[config.mk]
export PLATFORM = sky130hd
export DESIGN_NAME = forwarding_hazard_unit_flat
export DESIGN_NICKNAME = d
export VERILOG_FILES = /design/src/rtl/forwarding_hazard_unit_pkg.sv /design/src/rtl/forwarding_hazard_unit_if.sv /design/src/rtl/forwarding_hazard_unit_fwd_select.sv /design/src/rtl/forwarding_hazard_unit.sv /design/src/flat_wrapper.sv
export SDC_FILE = /design/constraint.sdc
export NUM_CORES = 1
export LEC_CHECK = 0
export BUFFER_PORTS_ARGS = -buffer_cell sky130_fd_sc_hd__buf_2
export CORE_MARGIN = 1.5
export CORE_UTILIZATION = 52
export DETAILED_ROUTE_END_ITERATION = 8
export PLACE_DENSITY = 0.78
export SYNTH_ARGS = -nofsm -noshare
export SYNTH_HDL_FRONTEND = slang
export SYNTH_SLANG_ARGS = --single-unit
[constraint.sdc]
create_clock -name clk -period 2.3 [get_ports clk]
set_clock_uncertainty 0.2 [all_clocks]
set_input_delay 0.115 -clock clk [delete_from_list [all_inputs] [get_ports clk]]
set_output_delay 0.115 -clock clk [all_outputs]
set_load 0.01 [all_outputs]
[src/rtl/forwarding_hazard_unit_pkg.sv]
// Shared definitions for the forwarding/hazard unit: operand-select encodings
// and the bit layout of the MEM/WB register-tag slots.
package forwarding_hazard_unit_pkg;

    // Must match the select encoding of the EX-stage operand mux.
    typedef enum logic [1:0] {
        FWD_REG = 2'd0,
        FWD_WB  = 2'd1,
        FWD_MEM = 2'd2
    } fwd_sel_t;

    // MEM/WB slot vector: {dest, regwrite, valid}, dest occupies the top bits.
    localparam int SLOT_VALID_BIT    = 0;
    localparam int SLOT_REGWRITE_BIT = 1;
    localparam int SLOT_DEST_LSB     = 2;

    function automatic int slot_width(input int reg_dir_width);
        return SLOT_DEST_LSB + reg_dir_width;
    endfunction

    // MEM holds the newer result, so it wins over WB.
    function automatic fwd_sel_t fwd_pick(input logic hit_mem, input logic hit_wb);
        fwd_sel_t sel;
        sel = FWD_REG;
        if (hit_mem) begin
            sel = FWD_MEM;
        end else if (hit_wb) begin
            sel = FWD_WB;
        end
        return sel;
    endfunction

endpackage

[src/rtl/forwarding_hazard_unit_if.sv]
// ID-stage decode inputs and operand-select / hazard outputs of the forwarding unit.
interface forwarding_hazard_unit_if
    import forwarding_hazard_unit_pkg::*;
#(
    parameter int REG_DIR_WIDTH = 3,
    parameter int CNT_WIDTH     = 16
) ();

    logic                     id_valid;
    logic [REG_DIR_WIDTH-1:0] id_rs;
    logic [REG_DIR_WIDTH-1:0] id_rt;
    logic                     id_uses_rs;
    logic                     id_uses_rt;
    logic [REG_DIR_WIDTH-1:0] id_rd;
    logic                     id_regdst;
    logic                     id_regwrite;
    logic                     id_memread;
    logic                     flush;

    fwd_sel_t                 Forward_A;
    fwd_sel_t                 Forward_B;
    logic                     stall;
    logic                     bubble;
    logic [CNT_WIDTH-1:0]     stall_count;

    modport master (
        output id_valid, id_rs, id_rt, id_uses_rs, id_uses_rt,
               id_rd, id_regdst, id_regwrite, id_memread, flush,
        input  Forward_A, Forward_B, stall, bubble, stall_count
    );

    modport slave (
        input  id_valid, id_rs, id_rt, id_uses_rs, id_uses_rt,
               id_rd, id_regdst, id_regwrite, id_memread, flush,
        output Forward_A, Forward_B, stall, bubble, stall_count
    );

endinterface

[src/rtl/forwarding_hazard_unit_fwd_select.sv]
// Operand source select for one EX source register, from the MEM and WB tag slots.
module fwd_select
    import forwarding_hazard_unit_pkg::*;
#(
    parameter int REG_DIR_WIDTH = 3
) (
    input  logic                                   src_used,
    input  logic [REG_DIR_WIDTH-1:0]               src_reg,
    input  logic [SLOT_DEST_LSB+REG_DIR_WIDTH-1:0] mem_slot,
    input  logic [SLOT_DEST_LSB+REG_DIR_WIDTH-1:0] wb_slot,
    output fwd_sel_t                               sel
);

    logic [REG_DIR_WIDTH-1:0] mem_dest;
    logic [REG_DIR_WIDTH-1:0] wb_dest;
    logic                     hit_mem;
    logic                     hit_wb;

    assign mem_dest = mem_slot[SLOT_DEST_LSB +: REG_DIR_WIDTH];
    assign wb_dest  = wb_slot[SLOT_DEST_LSB +: REG_DIR_WIDTH];

    // r0 is hardwired, so a write to it never produces a forwardable value.
    assign hit_mem = mem_slot[SLOT_VALID_BIT] & mem_slot[SLOT_REGWRITE_BIT]
                   & (mem_dest != '0) & (mem_dest == src_reg);
    assign hit_wb  = wb_slot[SLOT_VALID_BIT] & wb_slot[SLOT_REGWRITE_BIT]
                   & (wb_dest != '0) & (wb_dest == src_reg);

    assign sel = src_used ? fwd_pick(hit_mem, hit_wb) : FWD_REG;

endmodule

[src/rtl/forwarding_hazard_unit.sv]
// Forwarding and load-use hazard unit: shadow tag pipeline EX->MEM->WB,
// operand-select generation, stall/bubble and a saturating stall counter.
module forwarding_hazard_unit
    import forwarding_hazard_unit_pkg::*;
#(
    parameter int REG_DIR_WIDTH = 3,
    parameter int CNT_WIDTH     = 16
) (
    input  logic                    clk,
    input  logic                    rst_n,
    forwarding_hazard_unit_if.slave bus
);

    localparam int SLOT_W = slot_width(REG_DIR_WIDTH);

    logic                     ex_valid;
    logic [REG_DIR_WIDTH-1:0] ex_rs;
    logic [REG_DIR_WIDTH-1:0] ex_rt;
    logic                     ex_uses_rs;
    logic                     ex_uses_rt;
    logic [REG_DIR_WIDTH-1:0] ex_dest;
    logic                     ex_regwrite;
    logic                     ex_memread;

    logic [SLOT_W-1:0]        ex_slot;
    logic [SLOT_W-1:0]        mem_slot;
    logic [SLOT_W-1:0]        wb_slot;

    logic [REG_DIR_WIDTH-1:0] id_dest;
    logic                     ex_load_live;
    logic                     rs_dep;
    logic                     rt_dep;
    logic                     stall;
    logic                     bubble;
    logic [CNT_WIDTH-1:0]     stall_count_q;
    fwd_sel_t                 fwd_a;
    fwd_sel_t                 fwd_b;

    assign id_dest = bus.id_regdst ? bus.id_rd : bus.id_rt;

    always_comb begin
        ex_slot                                    = '0;
        ex_slot[SLOT_VALID_BIT]                    = ex_valid;
        ex_slot[SLOT_REGWRITE_BIT]                 = ex_regwrite;
        ex_slot[SLOT_DEST_LSB +: REG_DIR_WIDTH]    = ex_dest;
    end

    // A load in EX cannot supply its data until it reaches WB, so the reader waits one cycle.
    always_comb begin
        ex_load_live = ex_valid & ex_memread & ex_regwrite & (ex_dest != '0);
        rs_dep       = bus.id_uses_rs & (bus.id_rs == ex_dest);
        rt_dep       = bus.id_uses_rt & (bus.id_rt == ex_dest);
        stall        = bus.id_valid & ex_load_live & (rs_dep | rt_dep);
        bubble       = stall | bus.flush;
    end

    always_ff @(posedge clk or negedge rst_n) begin
        if (!rst_n) begin
            ex_valid    <= 1'b0;
            ex_rs       <= '0;
            ex_rt       <= '0;
            ex_uses_rs  <= 1'b0;
            ex_uses_rt  <= 1'b0;
            ex_dest     <= '0;
            ex_regwrite <= 1'b0;
            ex_memread  <= 1'b0;
            mem_slot    <= '0;
            wb_slot     <= '0;
        end else begin
            wb_slot     <= mem_slot;
            mem_slot    <= ex_slot;
            ex_valid    <= bus.id_valid & ~bubble;
            ex_rs       <= bus.id_rs;
            ex_rt       <= bus.id_rt;
            ex_uses_rs  <= bus.id_uses_rs;
            ex_uses_rt  <= bus.id_uses_rt;
            ex_dest     <= id_dest;
            ex_regwrite <= bus.id_regwrite;
            ex_memread  <= bus.id_memread;
        end
    end

    always_ff @(posedge clk or negedge rst_n) begin
        if (!rst_n) begin
            stall_count_q <= '0;
        end else if (stall && (stall_count_q != {CNT_WIDTH{1'b1}})) begin
            stall_count_q <= stall_count_q + CNT_WIDTH'(1);
        end
    end

    fwd_select #(
        .REG_DIR_WIDTH (REG_DIR_WIDTH)
    ) u_fwd_a (
        .src_used (ex_valid & ex_uses_rs),
        .src_reg  (ex_rs),
        .mem_slot (mem_slot),
        .wb_slot  (wb_slot),
        .sel      (fwd_a)
    );

    fwd_select #(
        .REG_DIR_WIDTH (REG_DIR_WIDTH)
    ) u_fwd_b (
        .src_used (ex_valid & ex_uses_rt),
        .src_reg  (ex_rt),
        .mem_slot (mem_slot),
        .wb_slot  (wb_slot),
        .sel      (fwd_b)
    );

    assign bus.Forward_A   = fwd_a;
    assign bus.Forward_B   = fwd_b;
    assign bus.stall       = stall;
    assign bus.bubble      = bubble;
    assign bus.stall_count = stall_count_q;

endmodule
[src/flat_wrapper.sv]
// flat-port wrapper written by rule: the top's interface ports become plain ports
module forwarding_hazard_unit_flat import forwarding_hazard_unit_pkg::*;
#(
    parameter int REG_DIR_WIDTH = 3,
    parameter int CNT_WIDTH     = 16
)
  (clk, rst_n, bus_id_valid, bus_id_rs, bus_id_rt, bus_id_uses_rs, bus_id_uses_rt, bus_id_rd, bus_id_regdst, bus_id_regwrite, bus_id_memread, bus_flush, bus_Forward_A, bus_Forward_B, bus_stall, bus_bubble, bus_stall_count);
  forwarding_hazard_unit_if #(.REG_DIR_WIDTH(REG_DIR_WIDTH), .CNT_WIDTH(CNT_WIDTH)) bus_i ();
  input  logic clk;
  input  logic rst_n;
  input wire logic [$bits(bus_i.id_valid)-1:0] bus_id_valid;
  input wire logic [$bits(bus_i.id_rs)-1:0] bus_id_rs;
  input wire logic [$bits(bus_i.id_rt)-1:0] bus_id_rt;
  input wire logic [$bits(bus_i.id_uses_rs)-1:0] bus_id_uses_rs;
  input wire logic [$bits(bus_i.id_uses_rt)-1:0] bus_id_uses_rt;
  input wire logic [$bits(bus_i.id_rd)-1:0] bus_id_rd;
  input wire logic [$bits(bus_i.id_regdst)-1:0] bus_id_regdst;
  input wire logic [$bits(bus_i.id_regwrite)-1:0] bus_id_regwrite;
  input wire logic [$bits(bus_i.id_memread)-1:0] bus_id_memread;
  input wire logic [$bits(bus_i.flush)-1:0] bus_flush;
  output wire logic [$bits(bus_i.Forward_A)-1:0] bus_Forward_A;
  output wire logic [$bits(bus_i.Forward_B)-1:0] bus_Forward_B;
  output wire logic [$bits(bus_i.stall)-1:0] bus_stall;
  output wire logic [$bits(bus_i.bubble)-1:0] bus_bubble;
  output wire logic [$bits(bus_i.stall_count)-1:0] bus_stall_count;
  assign bus_i.id_valid = bus_id_valid;
  assign bus_i.id_rs = bus_id_rs;
  assign bus_i.id_rt = bus_id_rt;
  assign bus_i.id_uses_rs = bus_id_uses_rs;
  assign bus_i.id_uses_rt = bus_id_uses_rt;
  assign bus_i.id_rd = bus_id_rd;
  assign bus_i.id_regdst = bus_id_regdst;
  assign bus_i.id_regwrite = bus_id_regwrite;
  assign bus_i.id_memread = bus_id_memread;
  assign bus_i.flush = bus_flush;
  assign bus_Forward_A = bus_i.Forward_A;
  assign bus_Forward_B = bus_i.Forward_B;
  assign bus_stall = bus_i.stall;
  assign bus_bubble = bus_i.bubble;
  assign bus_stall_count = bus_i.stall_count;
  forwarding_hazard_unit #(.REG_DIR_WIDTH(REG_DIR_WIDTH), .CNT_WIDTH(CNT_WIDTH)) u_core (.clk(clk), .rst_n(rst_n), .bus(bus_i));
endmodule
# After elaboration in Yosys (flattened, before gate mapping)
# Index checks and enable logic that the tools add are counted.
classes:
  n_lt_le_gt_ge: 0
  reduce_logical: 4
  mul: 0
  n_mux: 7
  addsub: 1
  n_div: 0
  n_eq_ne: 7
  bitwise: 21
  shifts: 0
ops:
  columns: ["op", "n"]
  rows:
  - ["$and 1x1->1", 18]
  - ["$eq 3x3->1", 6]
  - ["$add 16x1->16 const B", 1]
  - ["$ne 16x16->1 const B", 1]
  - ["$reduce_bool 3->1", 3]
  - ["$mux 2", 4]
  - ["$mux 3", 1]
  - ["$mux 1", 2]
  - ["$or 1x1->1", 2]
  - ["$logic_and 1x1->1", 1]
  - ["$not 1->1", 1]
totals:
  register_bits: 40
  rom_bits: 0
  in_bits: 18
  latch_bits: 0
  mem_bits_rw: 0
  memories: 0

# Logic depth before layout (Yosys ltp)
logic_depth:
  depth_word: 8
  mapped_depth: 7
  mapped_depth_nobuf: 6

# Modules after synthesis
# From an unflattened synthesis, not the netlist that was laid out.
unflattened:
  hier_cells: 140
  area_unflattened_um2: 1711.6
modules_own_cells:
  columns: ["mod", "cells_per_inst", "instances", "seq_area_each_um2", "area_each_um2"]
  rows:
  - ["forwarding_hazard_unit", 110, 1, 1001.0, 1498.9]
  - ["fwd_select", 15, 2, 0.0, 106.4]

# Worst setup path after synthesis
# No wires, ideal clock.
synth_path:
  path_kind: "reg-to-reg"
  start: "reg u_core.stall_count_q[0], in the netlist u_core.bus.stall_count[0]"
  end: "reg u_core.stall_count_q[1], in the netlist u_core.bus.stall_count[1]"
  required_time_ps: 1975
  setup_time_ps: 125
  stages_incl_launch_ff: 7
  n_path_buf: 0
  path_slack_ps: 458
  synth_period_minus_slack_ps: 1842
  arrival_ps: 1517
  cell_sequence: "dfrtp_1 ha_1 nand3_1 nor4_2 nand3_1 nand2_2 mux2_2"
synth_between:
  elab_chain_cells: 2
  elab_cells_between_ends: 3
  cone_classes: "1 x add/sub; 1 x eq/ne; 1 x reduce/logical"
synth_lines:
  columns: ["element", "line", "rtl"]
  rows:
  - ["start, declared", "forwarding_hazard_unit.sv:35", "logic [CNT_WIDTH-1:0] stall_count_q;"]
  - ["start signal, assigned", "forwarding_hazard_unit.sv:87", "stall_count_q <= stall_count_q + CNT_WIDTH'(1);"]
  - ["parallel branches: the longest is 2 deep, another holds $add 16x1->16", null, null]
# Parallel ways; which one is timed is not known.
# A chain may end at the register's enable or synchronous reset.

# Worst setup path in the final report
layout_path:
  start: "reg u_core.ex_dest[1]"
  end: "out bus_bubble"
layout_between:
  elab_chain_cells: 5
  elab_cells_between_ends: 10
  cone_classes: "2 x eq/ne; 7 x bitwise; 1 x reduce/logical"
layout_lines:
  columns: ["element", "line", "rtl"]
  rows:
  - ["start, declared", "forwarding_hazard_unit.sv:21", "logic [REG_DIR_WIDTH-1:0] ex_dest;"]
  - ["start signal, assigned", "forwarding_hazard_unit.sv:77", "ex_dest <= id_dest;"]
  - ["$eq 3x3->1 (tied with other cells)", "forwarding_hazard_unit.sv:51", "rs_dep = bus.id_uses_rs & (bus.id_rs == ex_dest);"]
  - ["$and 1x1->1 (on tied branches)", "forwarding_hazard_unit.sv:51, forwarding_hazard_unit.sv:50, forwarding_hazard_unit.sv:52", null]
  - ["$or 1x1->1 / $and 1x1->1 (equally long branches)", "forwarding_hazard_unit.sv:53", "stall = bus.id_valid & ex_load_live & (rs_dep | rt_dep);"]
  - ["$and 1x1->1 *", "forwarding_hazard_unit.sv:53", null]
  - ["$or 1x1->1 *", "forwarding_hazard_unit.sv:54", "bubble = stall | bus.flush;"]
  - ["end, declared", "flat_wrapper.sv:24", "output wire logic [$bits(bus_i.bubble)-1:0] bus_bubble;"]
# Every way passes the cells marked *; elsewhere a longest branch is shown, timed or not.

==> results by group <==
Synthesis
  – Ranking of synthesized cells by area: dfrtp_1 (59%), xnor2_1 (13%), nand3_1 (5.3%)
  – Number of flops mapped to enable cells by yosys: 0
  – Syn_area_per_cell: approximately 12 µm²
  – Synth Cell Area: between 0.0015 and 0.002 mm²
  – Register area share after synthesis: 0.587
  – Primary FF master, synth: dfrtp_1
  – Seq cells post-synth: 40
  – Dominant cell type by area after synthesis: dfrtp_1
  – Top cells by count, synth: dfrtp_1 (40), xnor2_1 (26), nand3_1 (18), and3_1 (8), nand4_1 (7)
  – Top cell type's share of synthesized area: 0.587
  – Share of flip-flops with an asynchronous set or reset: 1.00
  – Synth warn: 0
  – Distinct cells, synth: 22
  – Synth Instances: 139
  – Post-synth net total: approximately 160
  – Count leader, synth: dfrtp_1

Routing
  – Final Routed Wirelength: approximately 3900 µm
  – Vias: 1,376
  – First-pass detailed-route iteration total: 5
  – DR vias/cell: about 5.4
  – DRC viols: 0
  – DRT iter0 DRCs: 49
  – DRT antenna net count: 0
  – WL/cell: 15.4 µm

Floorplan
  – Initial core utilization: 0.554
  – DIE WIDTH: ~60 µm
  – Die area: approximately 0.0036 mm²
  – CORE AREA: 0.00308 mm²
  – Row cnt: 20
  – # IOs: 40
  – Die height: ~60 µm

Timing
  – Slew HR: 0.437
  – Final hold violations: 0
  – Final-report max-slew violation count: 0
  – Setup Viol. Count Final: 0
  – Final worst-path cycle share: 0.957
  – Post-route minimum period: 2.20 ns
  – Measured slew at the worst slew-check pin: 0.844 ns
  – Max Freq: 454 MHz

Critical path
  – CP Class: reg2out
  – Crit start category: flop
  – CP peak stage delay: 0.47 ns
  – Crit-path slowest cell: dfrtp_1
  – Worst Path Required: 1.99 ns
  – Crit path cell chain: xnor2_1 -> nand4_1 -> a211oi_4 -> or2_4 -> buf_6
  – Worst Reg-to-Reg Cells: 8
  – CP Capture Type: output pin
  – Worst Path Max Fanout: 4
  – CP Data Arrival Time: around 1.9 ns

Power and ir drop
  – Leakage: 1.07 nW
  – PD cells: 602 mW/mm²
  – VDD IR max: approximately 0.53 mV
  – Total Power: 1.38 mW

Global routing
  – Initial antenna violation count: 0
  – Number of global-route vias before repair: 1,389
  – GRT Total Usage: 0.237
  – Largest net degree at the start of global routing: 41
  – Total grt overflow: 0
  – Global-route wire length before repair: ~6000 µm

Cells and area
  – Area occupied by multi-input gates: about 700 µm²
  – Final nets: 228
  – Final Util: 0.747
  – Fill count: 198
  – FF+latch area: 0.00100 mm²
  – Share of layout cells above drive strength 1: 0.310
  – Syn-to-layout area delta: 34.9%
  – Antenna cells: 0

Place
  – DP HPWL: 2450 µm
  – Port buffer count: 39
  – Routability cong.: 0.781

CTS
  – Clock buffer depth: 2
  – Clock transition at the registers of the reported paths: 0.13 ns
  – CTS buffer count: 5
  – Clk sinks: 40
  – CTS root buf: clkbuf_4
  – CTS tree: yes
  – H-tree depth: 2
  – Worst-Skew Late Latency: 0.36 ns

Job
  – Max Cap Viol: 0

Min path
  – Worst min path class: in2async

Outcome
  – Status: completed
kinds of logic (layout without fill, tap and decap cells):
group | after synthesis | after routing | synth area share
AND/OR/NAND/NOR | 54 | 54 | 0.172
flip-flops | 40 | 40 | 0.587
XOR/XNOR | 32 | 32 | 0.164
multiplexers | 5 | 5 | 0.0330
buffers and inverters | 4 | 75 | 0.0139
AO/OA/AOI/OAI | 3 | 3 | 0.0220
adder cells (fa/ha/maj) | 1 | 1 | 0.00734
path summary, 6_finish.rpt:
path                                              start                                     end  slack [ns]
hold / removal                                    rst_n             u_core.ex_dest[2]$_DFF_PN0_        0.18
min in group clk           u_core.mem_slot[1]$_DFF_PN0_             u_core.wb_slot[1]$_DFF_PN0_        0.19
max in group asynchronous                         rst_n             u_core.ex_dest[0]$_DFF_PN0_        1.15
setup / recovery            u_core.ex_dest[1]$_DFF_PN0_                              bus_bubble         0.1
hold reg to reg            u_core.mem_slot[1]$_DFF_PN0_             u_core.wb_slot[1]$_DFF_PN0_        0.19
setup reg to reg            u_core.ex_dest[1]$_DFF_PN0_  u_core.bus.stall_count[15]$_DFFE_PN0P_        0.13
flip-flops by register name, summed over array words and instances (netlist names):
name,flops
u_core.wb_slot,5
u_core.ex_memread,1
u_core.ex_rt,3
u_core.ex_regwrite,1
u_core.ex_dest,3
u_core.ex_rs,3
u_core.ex_uses_rs,1
u_core.bus.stall_count,16
u_core.ex_uses_rt,1
u_core.ex_valid,1
u_core.mem_slot,5
placed cells by master, fill, tap and decap left out, drive strengths merged, types with 5 or more instances in the layout:
master,instances
dlygate4sd3,19
xor2,6
dfrtp,40
nand3,18
nand2,7
buf,46
clkbuf,5
and3,8
nor4,5
mux2,5
xnor2,26
nand4,7
cell type report:
class,count,share of cell area
Sequential cell,40,0.436
Multi-Input combinational cell,95,0.303
Timing Repair Buffer,65,0.197
Tap cell,44,0.0239
Clock inverter,3,0.0201
Clock buffer,5,0.0163
Inverter,2,0.00326
power by group:
| part | internal [mW] | total, mW | leakage [nW] | switching (mW) |
|---|---|---|---|---|
| clock network | 0.232 | 0.481 | 0.0418 | 0.248 |
| registers | 0.733 | 0.768 | 0.505 | 0.0343 |
| logic | 0.0771 | 0.135 | 0.526 | 0.0579 |
critical path, delay by kind of cell, from the launching register on:
family | cells | cell delay [ns]
compound gates | 1 | 0.36
xor+xnor | 1 | 0.23
buf+inv | 1 | 0.10
flops | 1 | 0.47
simple gates | 2 | 0.37
metrics by stage:
step | area, µm² | setup WS [ns] | setup TNS (ns) | instances | hold WS [ns]
floorplan | 1700 | 0.458 | 0 | 139 | -0.381
global placement | 1960 | 0.295 | 0 | 223 | 0.0222
detailed placement | 1960 | 0.125 | 0 | 223 | 0.0255
CTS | 2250 | 0.0436 | 0 | 252 | 0.178
global route | 2300 | -0.00420 | -0.00420 | 254 | 0.189
finish | 2300 | 0.0985 | 0 | 254 | 0.181
repair_timing:
item | in CTS | in global routing
pin swaps | 1 | 4
hold buffers | 19 | 1
hold endpoints to repair | 54 | 1
setup buffers | 2 | 2
resized for setup | 0 | 7
gates cloned | 0 | 0
setup endpoints to repair | 2 | 3
routing by layer:
| metal | up-vias | part of all wire | routed length, µm | GRT usage |
|---|---|---|---|---|
| met3 | 14 | 0.058 | 226 | 0.0714 |
| met2 | 60 | 0.52 | 2030 | 0.407 |
| met1 | 675 | 0.40 | 1540 | 0.281 |
| li1 | 627 | - | - | - |
| met4 | 0 | 0.026 | 103 | 0.0794 |
| met5 | - | 0 | 0 | 0 |
Power figures use the tool's default switching activity.
